**config.mk**
```make
export PLATFORM = sky130hd
export DESIGN_NAME = aerout_uart_framer
export DESIGN_NICKNAME = d
export VERILOG_FILES = /design/src/rtl/aerout_uart_framer.sv
export SDC_FILE = /design/constraint.sdc
export NUM_CORES = 1
export LEC_CHECK = 0
export CAP_MARGIN = 15
export CORE_AREA = 4 4 182 184
export CTS_CLUSTER_DIAMETER = 150
export DETAILED_ROUTE_END_ITERATION = 16
export DIE_AREA = 0 0 186 188
export PLACE_DENSITY = 0.73
export SLEW_MARGIN = 25
export SYNTH_ARGS = -nofsm -noshare
export SYNTH_HDL_FRONTEND = slang
export SYNTH_SLANG_ARGS = --single-unit
```
**constraint.sdc**
```tcl
create_clock -name clk -period 9.4 [get_ports clk]
set_input_delay 1.41 -clock clk [delete_from_list [all_inputs] [get_ports clk]]
set_output_delay 1.41 -clock clk [all_outputs]
set_load 0.02 [all_outputs]
```
**src/rtl/aerout_uart_framer.sv**
```systemverilog
// AER output framer: completes the 4-phase AEROUT handshake, timestamps each spike,
// buffers events in a FIFO and streams each event as 3 bytes (addr, ts_hi, ts_lo) over AXI-Stream.
module aerout_uart_framer #(
   parameter int FIFO_DEPTH   = 16,
   parameter int TS_PRESCALE  = 85,
   parameter bit DROP_ON_FULL = 1'b0
) (
   input  logic                          clk,
   input  logic                          rst,
   input  logic [7:0]                    AEROUT_ADDR,
   input  logic                          AEROUT_REQ,
   output logic                          AEROUT_ACK,
   output logic [7:0]                    m_axis_tdata,
   output logic                          m_axis_tvalid,
   input  logic                          m_axis_tready,
   input  logic                          ts_clear,
   output logic [$clog2(FIFO_DEPTH):0]   fifo_level,
   output logic [7:0]                    overflow_count
);

   localparam int AW = $clog2(FIFO_DEPTH);
   localparam int PW = (TS_PRESCALE > 1) ? $clog2(TS_PRESCALE) : 1;

   typedef enum logic {CAP_IDLE, CAP_ACK} cap_state_t;
   typedef enum logic [1:0] {TX_IDLE, TX_B0, TX_B1, TX_B2} tx_state_t;

   cap_state_t cap_state, cap_next;
   tx_state_t  tx_state, tx_next;

   logic [PW-1:0] prescaler;
   logic [15:0]   ts;
   logic [23:0]   mem [FIFO_DEPTH];
   logic [AW-1:0] wr_ptr, rd_ptr;
   logic [AW:0]   count;
   logic [23:0]   hold;
   logic          full, empty, fifo_wr, fifo_rd, drop;

   // NOTE: sequential state uses non-blocking (<=) so every flop samples pre-edge values;
   // combinational blocks use blocking (=).
   always_ff @(posedge clk or posedge rst) begin
      if (rst) begin
         prescaler <= '0;
         ts        <= '0;
      end else if (ts_clear) begin
         prescaler <= '0;
         ts        <= '0;
      end else if (prescaler == PW'(TS_PRESCALE - 1)) begin
         prescaler <= '0;
         ts        <= ts + 16'd1;
      end else begin
         prescaler <= prescaler + 1'b1;
      end
   end

   assign full  = (count == (AW+1)'(FIFO_DEPTH));
   assign empty = (count == '0);

   // NOTE: every output of an always_comb gets a default first, so no path can infer a latch.
   always_comb begin
      cap_next = cap_state;
      fifo_wr  = 1'b0;
      drop     = 1'b0;
      unique case (cap_state)
         CAP_IDLE:
            if (AEROUT_REQ) begin
               if (!full) begin
                  fifo_wr  = 1'b1;
                  cap_next = CAP_ACK;
               end else if (DROP_ON_FULL) begin
                  drop     = 1'b1;
                  cap_next = CAP_ACK;
               end
            end
         CAP_ACK:
            if (!AEROUT_REQ) cap_next = CAP_IDLE;
         default: cap_next = CAP_IDLE;
      endcase
   end

   always_comb begin
      tx_next = tx_state;
      fifo_rd = 1'b0;
      unique case (tx_state)
         TX_IDLE:
            if (!empty) begin
               fifo_rd = 1'b1;
               tx_next = TX_B0;
            end
         TX_B0: if (m_axis_tready) tx_next = TX_B1;
         TX_B1: if (m_axis_tready) tx_next = TX_B2;
         TX_B2:
            if (m_axis_tready) begin
               if (!empty) begin
                  fifo_rd = 1'b1;
                  tx_next = TX_B0;
               end else begin
                  tx_next = TX_IDLE;
               end
            end
         default: tx_next = TX_IDLE;
      endcase
   end

   always_ff @(posedge clk or posedge rst) begin
      if (rst) begin
         cap_state      <= CAP_IDLE;
         tx_state       <= TX_IDLE;
         wr_ptr         <= '0;
         rd_ptr         <= '0;
         count          <= '0;
         hold           <= '0;
         overflow_count <= '0;
      end else begin
         cap_state <= cap_next;
         tx_state  <= tx_next;
         if (fifo_wr) wr_ptr <= wr_ptr + 1'b1;
         if (fifo_rd) begin
            rd_ptr <= rd_ptr + 1'b1;
            hold   <= mem[rd_ptr];
         end
         unique case ({fifo_wr, fifo_rd})
            2'b10:   count <= count + 1'b1;
            2'b01:   count <= count - 1'b1;
            default: count <= count;
         endcase
         if (drop && overflow_count != 8'hFF) overflow_count <= overflow_count + 8'd1;
      end
   end

   // NOTE: FIFO storage is deliberately not reset; the pointers and count define what is valid.
   always_ff @(posedge clk) begin
      if (fifo_wr) mem[wr_ptr] <= {AEROUT_ADDR, ts};
   end

   assign AEROUT_ACK    = (cap_state == CAP_ACK);
   assign m_axis_tvalid = (tx_state != TX_IDLE);
   assign fifo_level    = count;

   always_comb begin
      m_axis_tdata = 8'h00;
      unique case (tx_state)
         TX_B0:   m_axis_tdata = hold[23:16];
         TX_B1:   m_axis_tdata = hold[15:8];
         TX_B2:   m_axis_tdata = hold[7:0];
         default: m_axis_tdata = 8'h00;
      endcase
   end

endmodule

```
==> metrics.log, run 1 <==
INFO  metric outcome = completed
INFO  metric drive_gt1_frac = 0.1968
INFO  metric routedWlPerCell = 25.59 µm
INFO  metric cts_inserted_buffers = 45
INFO  metric finalWorstSetupSlack = 5125 ps
INFO  metric detailedRoute.firstPassIterationCount = 8
INFO  metric synth-async-reset-ratio = 0.1409
INFO  metric syn-instance-count = slightly above 900
INFO  metric synthDistinctLibCells = 51
INFO  metric grt_start_max_net_pins = 64
INFO  metric cp_common_cell = sky130_fd_sc_hd__a21oi_1
INFO  metric antenna_left = 0
INFO  metric achievable-frequency = 0.2339 GHz
INFO  metric clockRootBuffer = sky130_fd_sc_hd__clkbuf_16
INFO  metric yosys_most_used_dff = sky130_fd_sc_hd__edfxtp_1
INFO  metric cts-resized-gates = 0
INFO  metric grt_first_pass_wirelength = 54,700 µm
INFO  metric leakage = 6.696 nW
INFO  metric setup_viols_final = 0
INFO  metric total_routing_usage_reported_by_global_routing = 0.2082
INFO  metric yosys_warning_count = 0
INFO  metric cpMaxStageDelayCell = sky130_fd_sc_hd__a211o_1
INFO  metric die_width = 186 µm
INFO  metric setup.worst_path.start_class = input pin
INFO  metric postCtsSetupRepairBufs = 0
INFO  metric type_of_the_worst_setup_path = in2reg
INFO  metric clock_tree_from_tritoncts = built
INFO  metric die_h = around 190 µm
INFO  metric worstSkewPairLatency = between 500 and 600 ps
INFO  metric die_area = 34,970 µm²
INFO  metric regToRegEndpoint = fifo_level[4]$_DFFE_PP0P_
INFO  metric number_of_vias_per_cell_after_detailed_routing = 6.224
INFO  metric synth-seq-cells = 447
INFO  metric place_worst_setup_slack = 4619 ps
INFO  metric finalCoreUtilization = 0.6328
INFO  metric routed_wirelength = 35,530 µm
INFO  metric cp_max_fo = 30
INFO  metric nNetsFinal = 984
INFO  metric final_cycle_share = 0.4548
INFO  metric gr-total-overflow = 0
INFO  metric cts-htree-levels = 2
INFO  metric synth-edff-count = 384
INFO  metric synthDominantAreaCellType = sky130_fd_sc_hd__edfxtp_1
INFO  metric clock-skew-final = ~11 ps
INFO  metric drv_slew = 0
INFO  metric yosys.area.top_type_share = 0.6490
INFO  metric maxSlewHeadroom = 0.3115
INFO  metric via_count = 8,639
INFO  metric min_delay_path_depth = 1
INFO  metric netlist_top_cells_area = sky130_fd_sc_hd__edfxtp_1 (65%), sky130_fd_sc_hd__mux4_2 (12%), sky130_fd_sc_hd__dfrtp_1 (8.9%)
INFO  metric syn_avg_cell_area = 19.53 µm²
INFO  metric row_count = 65
INFO  metric period_needed = 4275 ps
INFO  metric max_stage_delay = 800 ps
INFO  metric core-area = 31,390 µm²
INFO  metric worst_path_cell_trace = clkdlybuf4s50_1 -> a21oi_1 -> a211o_1 -> inv_2 -> ha_1 -> fa_1 -> a21o_1 -> a21oi_1 -> mux2i_1 -> xnor2_1
INFO  metric grt_pass1_vias = 8,833
INFO  metric synthesis.area = 17,770 µm²
INFO  metric hold_viol = 0
INFO  metric hold-path-endpoint = prescaler[0]$_DFF_PP0_
INFO  metric worst_slew_pin_slew = 1033 ps
INFO  metric clk_pin_slew = 60 ps
INFO  metric cts_stage_hold_buffer_count = 0
INFO  metric cp-end-kind = flop
INFO  metric timing.hold.worst.start = prescaler[0]$_DFF_PP0_
INFO  metric drt-initial-drc-count = 1,002
INFO  metric worst_hold_path_type = reg2reg
INFO  metric port_buffers = 27
INFO  metric grt_setup_unrepaired = no
INFO  metric max_cap_viol_count = 0
INFO  metric total_clock_sinks = 447
INFO  metric hpwlAfterDp = around 20,000 µm
INFO  metric reg2reg_from = fifo_level[0]$_DFFE_PP0P_
INFO  metric critPathRequiredTime = 9860 ps
INFO  metric seq_area_frac_synth = 0.7377
INFO  metric finalSetupTns = 0 ps
INFO  metric setup_slack_on_the_worst_flop_to_flop_path = 5510 ps
INFO  metric power_density = roughly 290 nW/µm²
INFO  metric initial_core_util = 0.5660
INFO  metric cp_data_arrival_time = 4730 ps
INFO  metric worst_case_reg_to_reg_path_depth = 9
INFO  metric synthToLayoutAreaGrowth = 11.80%
INFO  metric number_of_antenna_violations_at_the_first_check_in_global_routing = 0
INFO  metric top_level_pins = 36
INFO  metric place.gp.congestion = 0.7872
INFO  metric cts-root-to-sink-buffers = 3
INFO  metric worst_ir_drop_vdd = 0.1390 mV
INFO  metric route.detailed.drc = 0
INFO  metric antenna_diodes = 0
## layout make-up
type                    count  area, µm²
clock buffers              56       1167
clock inverters            24      239.0
fillers                  2108      11530
inverters                  14      52.55
multi-input cells         396       4343
flip-flops and latches    447      13120
well taps                 402      503.0
repair buffers             49      442.9
## through the flow
step / std cells / power, mW / instance area (µm²) / hold WS, ps
2_1_floorplan: 917 / 3.668 / 17790 / 447.3
3_3_place_gp: 1307 / 4.103 / 18440 / 467.8
3_5_place_dp: 1307 / 4.119 / 18440 / 470.0
4_1_cts: 1387 / 5.830 / 19850 / 477.7
5_1_grt: 1388 / 6.065 / 19870 / 524.5
6_report: 1388 / 5.785 / 19870 / 472.7
## cell usage in the layout, fill, tap and decap left out, types with 7 or more instances in the layout
cell,n
sky130_fd_sc_hd__edfxtp_1,384
sky130_fd_sc_hd__mux4_2,96
sky130_fd_sc_hd__dfrtp_1,59
sky130_fd_sc_hd__clkbuf_16,45
sky130_fd_sc_hd__nor2_1,38
sky130_fd_sc_hd__clkdlybuf4s50_1,27
sky130_fd_sc_hd__a21oi_1,25
sky130_fd_sc_hd__mux2i_1,25
sky130_fd_sc_hd__buf_4,21
sky130_fd_sc_hd__ha_1,17
sky130_fd_sc_hd__xnor2_1,15
sky130_fd_sc_hd__nor2b_1,15
sky130_fd_sc_hd__a211o_1,14
sky130_fd_sc_hd__nand2_1,14
sky130_fd_sc_hd__a22o_1,13
sky130_fd_sc_hd__clkinv_1,13
sky130_fd_sc_hd__inv_1,12
sky130_fd_sc_hd__o22ai_1,11
sky130_fd_sc_hd__a221oi_1,11
sky130_fd_sc_hd__clkbuf_1,11
sky130_fd_sc_hd__and2_1,8
sky130_fd_sc_hd__xor2_1,8
sky130_fd_sc_hd__nand3_1,8
sky130_fd_sc_hd__a222oi_1,8
sky130_fd_sc_hd__conb_1,8
sky130_fd_sc_hd__o31ai_1,7
## how the worst max path moves through the flow
stage	startpoint	endpoint	slack, ps
CTS	m_axis_tready	fifo_level[4]$_DFFE_PP0P_	5160
finish	m_axis_tready	fifo_level[4]$_DFFE_PP0P_	5120
floorplan	AEROUT_REQ	mem[5][0]$_DFFE_PP_	5050
global route	m_axis_tready	fifo_level[4]$_DFFE_PP0P_	4880
global placement	m_axis_tready	fifo_level[4]$_DFFE_PP0P_	4680
detailed placement	m_axis_tready	fifo_level[4]$_DFFE_PP0P_	4620
## power by group
part           total [mW]  leakage, nW  switching [mW]  internal (mW)
Clock                1.71        0.667           0.699           1.01
Combinational        1.52         1.71           0.762          0.758
Sequential           2.55         4.32           0.231           2.32
Total                5.78         6.70            1.69           4.09
## cells by family (layout without fill, tap and decap cells)
family          count (synthesis)  count (layout)  share of synthesized area
flops                         447             447                     0.7377
fa+ha+maj                      18              18                    0.01310
compound gates                100             100                    0.04105
buf+inv                        74             143                    0.02063
other cells                     1               8                  0.0002111
mux                           123             123                     0.1370
simple gates                  124             124                    0.03894
xor+xnor                       23              23                    0.01134
## critical path: cells and delay by family
family,cells,cell delay [ps]
XOR/XNOR,1,130
AO/OA/AOI/OAI,4,1300
buffers and inverters,2,820
adder cells (fa/ha/maj),2,830
multiplexers,1,230
## sequential cells by signal, summed over array words and instances (netlist names)
signal      cells
prescaler       7
mem           384
wr_ptr          4
fifo_level      5
tx_state        2
ts             16
AEROUT_ACK      1
rd_ptr          4
hold           24
## metal layers
layer,up-vias,track usage,part of all wire
li1,3768,-,-
met1,4475,0.3119,0.43
met2,345,0.3212,0.48
met3,51,0.04384,0.075
met4,0,0.04905,0.020
met5,-,0,0
## cells in the mapped netlist (2+ instances only)
master                     instances
sky130_fd_sc_hd__xor2_1            8
sky130_fd_sc_hd__nor4_1            2
sky130_fd_sc_hd__mux4_2           96
sky130_fd_sc_hd__edfxtp_1        384
sky130_fd_sc_hd__or4_1             6
sky130_fd_sc_hd__buf_1             2
sky130_fd_sc_hd__buf_4            11
sky130_fd_sc_hd__buf_2            18
sky130_fd_sc_hd__nand3_1           8
sky130_fd_sc_hd__ha_1             17
sky130_fd_sc_hd__a211o_1          14
sky130_fd_sc_hd__nand4_1           4
sky130_fd_sc_hd__mux2_2            2
sky130_fd_sc_hd__o21ai_0           6
sky130_fd_sc_hd__a221oi_1         11
sky130_fd_sc_hd__dfrtp_1          63
sky130_fd_sc_hd__and3_1            2
sky130_fd_sc_hd__clkbuf_1         26
sky130_fd_sc_hd__nor3_1            2
sky130_fd_sc_hd__nand2_1          14
sky130_fd_sc_hd__and2_1            9
sky130_fd_sc_hd__inv_1            13
sky130_fd_sc_hd__buf_6             2
sky130_fd_sc_hd__a21o_1            2
sky130_fd_sc_hd__a222oi_1          8
sky130_fd_sc_hd__o31ai_1           7
sky130_fd_sc_hd__a21oi_1          25
sky130_fd_sc_hd__xnor2_1          15
sky130_fd_sc_hd__or3_1             2
sky130_fd_sc_hd__nand2b_1          3
sky130_fd_sc_hd__nor3b_1           5
sky130_fd_sc_hd__and4_1            5
sky130_fd_sc_hd__nor2b_1          15
sky130_fd_sc_hd__nor2_1           38
sky130_fd_sc_hd__mux2i_1          25
sky130_fd_sc_hd__a22o_1           13
sky130_fd_sc_hd__or2_2             3
sky130_fd_sc_hd__o22ai_1          11
Power figures use the tool's default switching activity.
==> inputs of run 2 (changes only) <==
CORE_AREA = 4 4 184 186   (was 4 4 182 184)
DIE_AREA = 0 0 188 190   (was 0 0 186 188)
PLACE_DENSITY = 0.75   (was 0.73)
clock period = 3.8 ns   (was 9.4 ns; I/O delays follow)
==> run 2 against run 1 <==
Effect of this change: register-to-register slack got worse by 4500 ps; largest power group unchanged; clock skew rose by 3.4 ps; sequential share of layout area shrank 1.1 points; critical path depth fell by 5; flip-flop and latch count stayed put; non-clock buffer count up 18; critical path type is now reg2out; combinational power grew to 2.5 times the previous value; sequential power rose to 2.5 times the previous value; worst setup slack got worse by 4400 ps.
==> metrics.log, run 2 (synthesized netlist as in run 1, its figures left out) <==
INFO  metric power_density = 720.7 nW/µm² (+150%)
INFO  metric worst_case_reg_to_reg_path_depth = 9 (unchanged)
INFO  metric top_level_pins = 36 (unchanged)
INFO  metric drv_slew = 0 (unchanged)
INFO  metric die_area = 35,720 µm² (+2.2%)
INFO  metric grt_first_pass_wirelength = 56,990 µm (+4.2%)
INFO  metric max_cap_viol_count = 0 (unchanged)
INFO  metric gr-total-overflow = 0 (unchanged)
INFO  metric routed_wirelength = 36,760 µm (+3.5%)
INFO  metric grt_setup_unrepaired = no
INFO  metric cp_data_arrival_time = 2460 ps (-2270 ps)
INFO  metric finalWorstSetupSlack = 773.6 ps (-4351 ps)
INFO  metric nNetsFinal = 1,002 (+1.8%)
INFO  metric outcome = completed
INFO  metric detailedRoute.firstPassIterationCount = 6 (-2)
INFO  metric hold_viol = 0 (unchanged)
INFO  metric finalSetupTns = 0 ps (unchanged)
INFO  metric cts_stage_hold_buffer_count = 0 (unchanged)
INFO  metric layout.area.seq = 13,120 µm² (unchanged)
INFO  metric cp_max_fo = 9 (-70%)
INFO  metric clock-skew-final = 14.85 ps (+3.424 ps)
INFO  metric worst_path_cell_trace = inv_1 -> ha_1 -> a222oi_1 -> nor2_1 -> clkdlybuf4s50_1
INFO  metric final_cell_mix = sky130_fd_sc_hd__edfxtp_1 (384), sky130_fd_sc_hd__mux4_2 (96), sky130_fd_sc_hd__dfrtp_1 (59)
INFO  metric cts-htree-levels = 2 (unchanged)
INFO  metric maxSlewHeadroom = 0.3102 (-0.001290)
INFO  metric top_register = mem
INFO  metric route.detailed.drc = 0 (unchanged)
INFO  metric grt_pass1_vias = 9,125 (+3.3%)
INFO  metric synthToLayoutAreaGrowth = 13.62%
INFO  metric die_h = 190 µm (+1.1%)
INFO  metric drt-initial-drc-count = 885 (-12%)
INFO  metric type_of_the_worst_setup_path = reg2out
INFO  metric core-area = 32,290 µm² (+2.9%)
INFO  metric max_stage_delay = 560 ps (-240 ps)
INFO  metric hpwlAfterDp = 21,610 µm (+7.8%)
INFO  metric antenna_left = 0 (unchanged)
INFO  metric critPathRequiredTime = 3230 ps (-6630 ps)
INFO  metric clk_pin_slew = 60 ps (about the same)
INFO  metric via_count = 8,910 (+3.1%)
INFO  metric drive_gt1_frac = 0.2192 (+0.02249)
INFO  metric finalCoreUtilization = 0.6252 (-0.007560)
INFO  metric postCtsSetupRepairBufs = 0 (unchanged)
INFO  metric cts-resized-gates = 0 (unchanged)
INFO  metric leakage = 6.867 nW (+2.6%)
INFO  metric fillCellCount = 2,163 (+2.6%)
INFO  metric antenna_diodes = 0 (unchanged)
INFO  metric worst_slew_pin_slew = 1035 ps (+1.935 ps)
INFO  metric place.gp.congestion = 0.8298 (+5.4%)
INFO  metric worstSkewPairLatency = 540 ps (about the same)
INFO  metric total_clock_sinks = 447 (unchanged)
INFO  metric number_of_vias_per_cell_after_detailed_routing = 6.145 (-1.3%)
INFO  metric min_delay_path_depth = 1 (unchanged)
INFO  metric die_width = 188 µm (+1.1%)
INFO  metric clockRootBuffer = sky130_fd_sc_hd__clkbuf_16
INFO  metric place_worst_setup_slack = 628.5 ps (-3991 ps)
INFO  metric worst_ir_drop_vdd = 0.4278 mV (+210%)
INFO  metric setup_viols_final = 0 (unchanged)
INFO  metric grt_start_max_net_pins = 64 (unchanged)
INFO  metric cpMaxStageDelayCell = sky130_fd_sc_hd__clkdlybuf4s50_1
INFO  metric routedWlPerCell = 25.35 µm (-0.95%)
INFO  metric total_routing_usage_reported_by_global_routing = 0.2100 (+0.001837)
INFO  metric row_count = 66 (+1.5%)
INFO  metric period_needed = 3026 ps
INFO  metric final_cycle_share = 0.7964
INFO  metric cp-end-kind = primary output
INFO  metric number_of_antenna_violations_at_the_first_check_in_global_routing = 0 (unchanged)
INFO  metric critPathTopFamily = buffers and inverters
INFO  metric achievable-frequency = approximately 0.33 GHz
INFO  metric number_of_flip_flops_in_the_largest_register = 384 (unchanged)
INFO  metric cts-root-to-sink-buffers = 3 (unchanged)
INFO  metric final_common_cell = sky130_fd_sc_hd__edfxtp_1
INFO  metric critical_path_buf_inv_count = 2 (unchanged)
INFO  metric path_depth = 5 (-5)
INFO  metric initial_core_util = 0.5503 (-0.01570)
INFO  metric setup.worst_path.start_class = flop
INFO  metric cts_inserted_buffers = 45 (unchanged)
INFO  metric port_buffers = 27 (unchanged)
INFO  metric multi_input_area = 4340 µm² (about the same)
INFO  metric biggest_regs = mem x384, hold x24, ts x16
INFO  metric clock_tree_from_tritoncts = built
INFO  metric worst_hold_path_type = reg2reg
==> run 2: changes by cell type in the layout (fill, tap and decap cells not counted), moves of 2 or more <==
| cell | before | now |
|---|---|---|
| sky130_fd_sc_hd__buf_4 | 21 | 33 |
| sky130_fd_sc_hd__clkbuf_8 | 0 | 8 |
| sky130_fd_sc_hd__buf_12 | 0 | 7 |
| sky130_fd_sc_hd__clkinv_1 | 13 | 6 |
| sky130_fd_sc_hd__clkinv_2 | 2 | 8 |
| sky130_fd_sc_hd__bufinv_16 | 5 | 2 |
| sky130_fd_sc_hd__clkinvlp_4 | 4 | 1 |
| sky130_fd_sc_hd__clkbuf_16 | 45 | 47 |
==> run 2: per-layer routing <==
metal  wire, µm  global-route usage
met1      15230              0.3042
met2      17850              0.3363
met3       2817             0.03908
met4        868             0.05562
met5          0                   0
==> run 2: report_power, final <==
group	internal [mW]	total, mW	switching [mW]
registers	5.73	6.41	0.673
logic	1.98	3.82	1.84
clock network	2.56	4.32	1.76
==> run 2: worst register-to-register path, delay by kind of cell, from the launching register on <==
family	cells	cell delay [ps]
and+or+nand+nor	1	510
muxes	1	230
adders and majority gates	2	600
DFF	1	450
xor gates and xnor gates	1	130
buffers and inverters	1	110
AOI/OAI and AO/OA	3	650
==> run 2: stage by stage <==
stage | hold slack [ps] | power [mW] | cell area (µm²) | cells
after floorplan | 447.3 | 9.074 | 17790 | 917
after global placement | 464.9 | 10.25 | 18720 | 1366
after global routing | 520.8 | 15.24 | 20190 | 1450
after CTS | 476.8 | 14.64 | 20190 | 1450
after detailed placement | 468.9 | 10.33 | 18720 | 1366
final | 473.0 | 14.55 | 20190 | 1450
==> run 2: cell type report <==
type | count | area share
clock buffers | 66 | 0.06576
clock inverters | 18 | 0.006879
well taps | 442 | 0.02739
repair buffers | 67 | 0.03260
inverters | 14 | 0.002603
flip-flops and latches | 447 | 0.6498
multi-input cells | 396 | 0.2150
==> run 2: worst paths after layout <==
check | startpoint | endpoint | slack (ps)
worst max-delay path | tx_state[0]$_DFFE_PP0P_ | m_axis_tdata[0] | 770
max in group asynchronous | rst | rd_ptr[0]$_DFFE_PP0P_ | 2440
min in group asynchronous | rst | hold[5]$_DFFE_PP0P_ | 650
worst min-delay path | prescaler[0]$_DFF_PP0_ | prescaler[0]$_DFF_PP0_ | 470
worst min register to register | prescaler[0]$_DFF_PP0_ | prescaler[0]$_DFF_PP0_ | 470
worst max register to register | fifo_level[0]$_DFFE_PP0P_ | fifo_level[4]$_DFFE_PP0P_ | 1040
==> inputs of run 3 (changes only) <==
CORE_AREA = 4 4 182 184   (was 4 4 184 186)
DIE_AREA = 0 0 186 188   (was 0 0 188 190)
PLACE_DENSITY = 0.73   (was 0.75)
clock period = 3 ns   (was 3.8 ns; I/O delays follow)
==> run 3 against run 2 <==
Effect of this change: total power is 28% higher; flip-flop and latch count unchanged; utilization rose by 2.3 points; via count increased by 0.40%; hold slack worse by 180 ps; clock skew down 2.2 ps; design area rose by 0.83%; cell count decreased by 1.4%; routed wire length increased by 0.26%; global-route usage up 0.82 points; sequential power increased by 23%.
==> metrics.log, run 3 (synthesized netlist as in run 1, its figures left out) <==
INFO  metric grt_first_pass_wirelength = 57,360 µm (+0.65%)
INFO  metric top_level_pins = 36 (unchanged)
INFO  metric finalSetupTns = 0 ps (unchanged)
INFO  metric antenna_left = 0 (unchanged)
INFO  metric routed_wirelength = 36,860 µm (+0.26%)
INFO  metric power_density = 918.0 nW/µm² (+27%)
INFO  metric critPathTopFamily = buffers and inverters
INFO  metric drt-initial-drc-count = 980 (+11%)
INFO  metric setup.worst_path.start_class = flop
INFO  metric achievable-frequency = approximately 0.36 GHz
INFO  metric die_h = 188 µm (-1.1%)
INFO  metric cp_data_arrival_time = 2370 ps (-90 ps)
INFO  metric final_cycle_share = 0.9387
INFO  metric critical_path_buf_inv_count = 2 (unchanged)
INFO  metric max_cap_viol_count = 0 (unchanged)
INFO  metric timing.critical_path.from = tx_state[1]$_DFFE_PP0P_
INFO  metric grt_setup_unrepaired = no
INFO  metric via_count = 8,946 (+0.40%)
INFO  metric detailedRoute.firstPassIterationCount = 6 (unchanged)
INFO  metric biggest_regs = mem x384, hold x24, ts x16
INFO  metric synthToLayoutAreaGrowth = 14.56%
INFO  metric cts_stage_hold_buffer_count = 0 (unchanged)
INFO  metric initial_core_util = 0.5660 (+0.01570)
INFO  metric total_routing_usage_reported_by_global_routing = 0.2183 (+0.008247)
INFO  metric cts-root-to-sink-buffers = 3 (unchanged)
INFO  metric outcome = completed
INFO  metric cpMaxStageDelayCell = sky130_fd_sc_hd__clkdlybuf4s50_1
INFO  metric fillCellCount = 2,049 (-5.3%)
INFO  metric cp_max_fo = 9 (unchanged)
INFO  metric row_count = 65 (-1.5%)
INFO  metric port_buffers = 27 (unchanged)
INFO  metric leakage = 7.007 nW (+2.0%)
INFO  metric period_needed = approximately 2800 ps
INFO  metric die_width = 186 µm (-1.1%)
INFO  metric setup_viols_final = 0 (unchanged)
INFO  metric reg2reg_from = fifo_level[1]$_DFFE_PP0P_
INFO  metric nNetsFinal = 1,021 (+1.9%)
INFO  metric worstSkewPairLatency = 540 ps (about the same)
INFO  metric cts-htree-levels = 2 (unchanged)
INFO  metric worst_path_cell_trace = inv_1 -> ha_1 -> a222oi_1 -> nor2_1 -> clkdlybuf4s50_1
INFO  metric grt_pass1_vias = 9,211 (+0.94%)
INFO  metric type_of_the_worst_setup_path = reg2out
INFO  metric worst_ir_drop_vdd = 0.5534 mV (+29%)
INFO  metric clockRootBuffer = sky130_fd_sc_hd__clkbuf_16
INFO  metric die_area = 34,970 µm² (-2.1%)
INFO  metric hold_viol = 0 (unchanged)
INFO  metric grt_start_max_net_pins = 64 (unchanged)
INFO  metric worst_hold_path_type = in2async
INFO  metric clk_pin_slew = 60 ps (about the same)
INFO  metric clock-skew-final = 12.67 ps (-2.173 ps)
INFO  metric number_of_antenna_violations_at_the_first_check_in_global_routing = 1 (+1)
INFO  metric top_register = mem
INFO  metric drive_gt1_frac = 0.2386 (+0.01931)
INFO  metric final_common_cell = sky130_fd_sc_hd__edfxtp_1
INFO  metric number_of_vias_per_cell_after_detailed_routing = 6.260 (+1.9%)
INFO  metric routedWlPerCell = 25.79 µm (+1.7%)
INFO  metric gr-total-overflow = 0 (unchanged)
INFO  metric critPathRequiredTime = 2550 ps (-680 ps)
INFO  metric max_stage_delay = 550 ps (about the same)
INFO  metric final_cell_mix = sky130_fd_sc_hd__edfxtp_1 (384), sky130_fd_sc_hd__mux4_2 (96), sky130_fd_sc_hd__dfrtp_1 (59)
INFO  metric antenna_diodes = 0 (unchanged)
INFO  metric maxSlewHeadroom = 0.5153 (+0.2051)
INFO  metric hold_slack = 294.7 ps (-178.3 ps)
INFO  metric route.detailed.drc = 0 (unchanged)
INFO  metric total_clock_sinks = 447 (unchanged)
INFO  metric worst_slew_pin_slew = 727.1 ps (-307.7 ps)
INFO  metric core-area = 31,390 µm² (-2.8%)
INFO  metric cp-end-kind = primary output
INFO  metric number_of_flip_flops_in_the_largest_register = 384 (unchanged)
INFO  metric clock_tree_from_tritoncts = built
INFO  metric place.gp.congestion = 0.8057 (-2.9%)
INFO  metric hpwlAfterDp = 21,620 µm (about the same)
INFO  metric drv_slew = 0 (unchanged)
INFO  metric cts_inserted_buffers = 45 (unchanged)
## run 3: cell count changes in the layout (fill, tap and decap cells not counted), moves of 2 or more
cell                         change
sky130_fd_sc_hd__buf_4          +17
sky130_fd_sc_hd__clkbuf_8        -5
sky130_fd_sc_hd__clkinv_1        -5
sky130_fd_sc_hd__bufinv_16       +3
sky130_fd_sc_hd__clkinv_2        +3
sky130_fd_sc_hd__buf_12          +2
sky130_fd_sc_hd__clkinvlp_4      +2
## run 3: cell type report
class                      instances  area, µm²  share of cell area
inverter                          14      52.55            0.002582
tap                              402      503.0             0.02471
clock buffer                      62       1262             0.06202
timing repair buffer              86      828.3             0.04069
clock inverter                    22      249.0             0.01223
multi-input combinational        396       4343              0.2134
sequential                       447      13120              0.6444
## run 3: path summary, 6_finish.rpt
| path | to | slack (ps) | cells after the start |
|---|---|---|---|
| worst max-delay path | m_axis_tdata[4] | 180 | 5 |
| worst min-delay path | hold[1]$_DFFE_PP0P_ | 290 | 3 |
| worst max register to register | fifo_level[4]$_DFFE_PP0P_ | 350 | 9 |
| worst min register to register | prescaler[0]$_DFF_PP0_ | 490 | 1 |
| max in group asynchronous | ts[1]$_DFFE_PP0P_ | 2350 | 3 |
| min in group clk | AEROUT_ACK$_DFF_PP0_ | 480 | 2 |
## run 3: power by group
group          switching (mW)  internal [mW]  total, mW
Sequential              0.647           7.27       7.91
Combinational            2.52           2.58       5.10
Clock                    2.28           3.39       5.68
## run 3: per-stage QoR
stage	cells	power, mW	setup WS, ps	instance area (µm²)	util
floorplan	917	11.49	-605.6	17790	-
global placement	1345	13.04	266.1	18840	0.6001
detailed placement	1345	13.14	238.0	18840	0.6001
CTS	1429	18.86	116.5	20350	0.6483
global route	1429	19.63	41.67	20360	0.6484
finish	1429	18.69	183.8	20360	0.6484
## run 3: metal layers
layer  GRT usage  vias up  routed length (µm)
li1            -     3845                   -
met1      0.3267     4631               14930
met2      0.3319      395               17460
met3     0.04694       73                3372
met4     0.06082        2                1071
met5           0        -                  16
## run 3: what timing repair did
| item | CTS | global route |
|---|---|---|
| setup endpoints to repair | 0 | 3 |
| gates resized for setup | 0 | 2 |
| setup buffers | 0 | 0 |
## run 3: worst reg2reg max path: stages, from the launching register on
cell and delay, ps:
sky130_fd_sc_hd__dfrtp_1 440, sky130_fd_sc_hd__nor4_1 460, sky130_fd_sc_hd__a211o_1 230, sky130_fd_sc_hd__inv_2 40
sky130_fd_sc_hd__ha_1 260, sky130_fd_sc_hd__fa_1 430, sky130_fd_sc_hd__a21o_1 190, sky130_fd_sc_hd__a21oi_1 170
sky130_fd_sc_hd__mux2i_1 230, sky130_fd_sc_hd__xnor2_1 130
==> RTL edit: new RTL, settings of run 2 <==
Change the parameter `TS_PRESCALE` from 85 to 170.
--- a/src/rtl/aerout_uart_framer.sv
+++ b/src/rtl/aerout_uart_framer.sv
@@ -2,7 +2,7 @@
 // buffers events in a FIFO and streams each event as 3 bytes (addr, ts_hi, ts_lo) over AXI-Stream.
 module aerout_uart_framer #(
    parameter int FIFO_DEPTH   = 16,
-   parameter int TS_PRESCALE  = 85,
+   parameter int TS_PRESCALE  = 170,
    parameter bit DROP_ON_FULL = 1'b0
 ) (
    input  logic                          clk,
Function: same outputs for any inputs over 4 cycles, from zero or initial values and one cycle with rst high; that may be too few to reach the edited logic, so the function may still have changed.
==> RTL edit against run 2 <==
Routed wire length shrank 1.0%. Sequential cell count up 1. Highest routed layer is now met5. Cell area down 0.58%. Critical path depth stayed put. Setup slack worse by 0.20 ns. Die area is the same. Critical path type unchanged. Area after synthesis is 0.34% lower. Critical endpoint is now m_axis_tdata[1]. Total power shrank 1.7%.
==> RTL edit: results (changes against run 2) <==
run status finished, final reports clean; Max stage delay on crit path 0.60 ns (+0.04 ns); fin cells 1,463 (+0.90%); Post-synth top cells 384 x edfxtp_1, 96 x mux4_2, 64 x dfrtp_1; met2 wire length 17,700 um (-0.85%); GR Util All Layers 0.206 (-0.00364); Async SR Flop Fraction 0.143 (+0.00192); drt pass-1 iters 5 (-1); top cells by area, synth edfxtp_1 65%, mux4_2 12%, dfrtp_1 9.0%; global-route wire length before repair 55,700 um (-2.3%); Place WS 0.739 ns (+0.111 ns); Sw Ratio 0.296 (+0.00210); Min-Delay Path Class in -> async; largest net degree at the start of global routing 48 (-25%); Max Used Layer met5; filler instances 2,213 (+2.3%); combinational share of power 0.262 (about the same); P_comb 3750 uW (-2%); Detail Route met3 WL 3090 um (+9.5%); VDD IR max 0.453 mV (+5.8%); placed instance count 1,379 (+0.95%); Post-Syn Instances 923 (+1.4%); share of cells above drive strength 1 0.238 (+0.0188); WP data arrival 2.66 ns (+0.20 ns); drt total wl 36,400 um (-1.0%); metal1 wirelength 14,500 um (-4.7%); DRT iter0 DRCs 871 (-1.6%); Leak 0.00678 uW (-1.3%)
## RTL edit: final cells by class
class	count	area [um^2]	area share
Multi-Input combinational cell	412	4310	0.215
Clock buffer	64	1290	0.0641
Inverter	12	45.0	0.00224
Tap cell	442	553	0.0276
Sequential cell	448	13100	0.655
Clock inverter	20	150	0.00748
Timing Repair Buffer	65	581	0.0289
## RTL edit: critical path: cells and delay by family (launching register included)
kind,cells,cell delay (ns)
buffers and inverters,2,0.66
AO/OA/AOI/OAI,1,0.60
flip-flops,1,0.41
adder cells (fa/ha/maj),1,0.37
AND/OR/NAND/NOR,1,0.07
## RTL edit: worst paths after layout
path | from | cells past startpoint | slack, ns | to
min in group clk | prescaler[0] | 1 | 0.49 | prescaler[0]
max in group asynchronous | rst | 3 | 2.63 | ts[15]
worst min-delay path | rst | 2 | 0.46 | fifo_level[0]
worst min register to register | prescaler[0] | 1 | 0.49 | prescaler[0]
worst max-delay path | tx_state[0] | 5 | 0.57 | m_axis_tdata[1]
worst max register to register | tx_state[0] | 11 | 0.96 | fifo_level[4]
## RTL edit: kinds of logic (layout without fill, tap and decap cells)
group,after synthesis,count (layout),share of synthesized area
multiplexers,134,134,0.145
AND/OR/NAND/NOR,137,137,0.0378
AO/OA/AOI/OAI,85,85,0.0292
adder cells (fa/ha/maj),18,18,0.0131
other,1,8,0.000212
XOR/XNOR,30,30,0.0148
flip-flops,448,448,0.742
buffers and inverters,70,161,0.0178
## RTL edit: routing by layer
metal | track usage | vias to the layer above
met5 | 0.0110 | -
met4 | 0.0661 | 2
met3 | 0.0415 | 78
met2 | 0.328 | 409
met1 | 0.293 | 4583
li1 | - | 3799
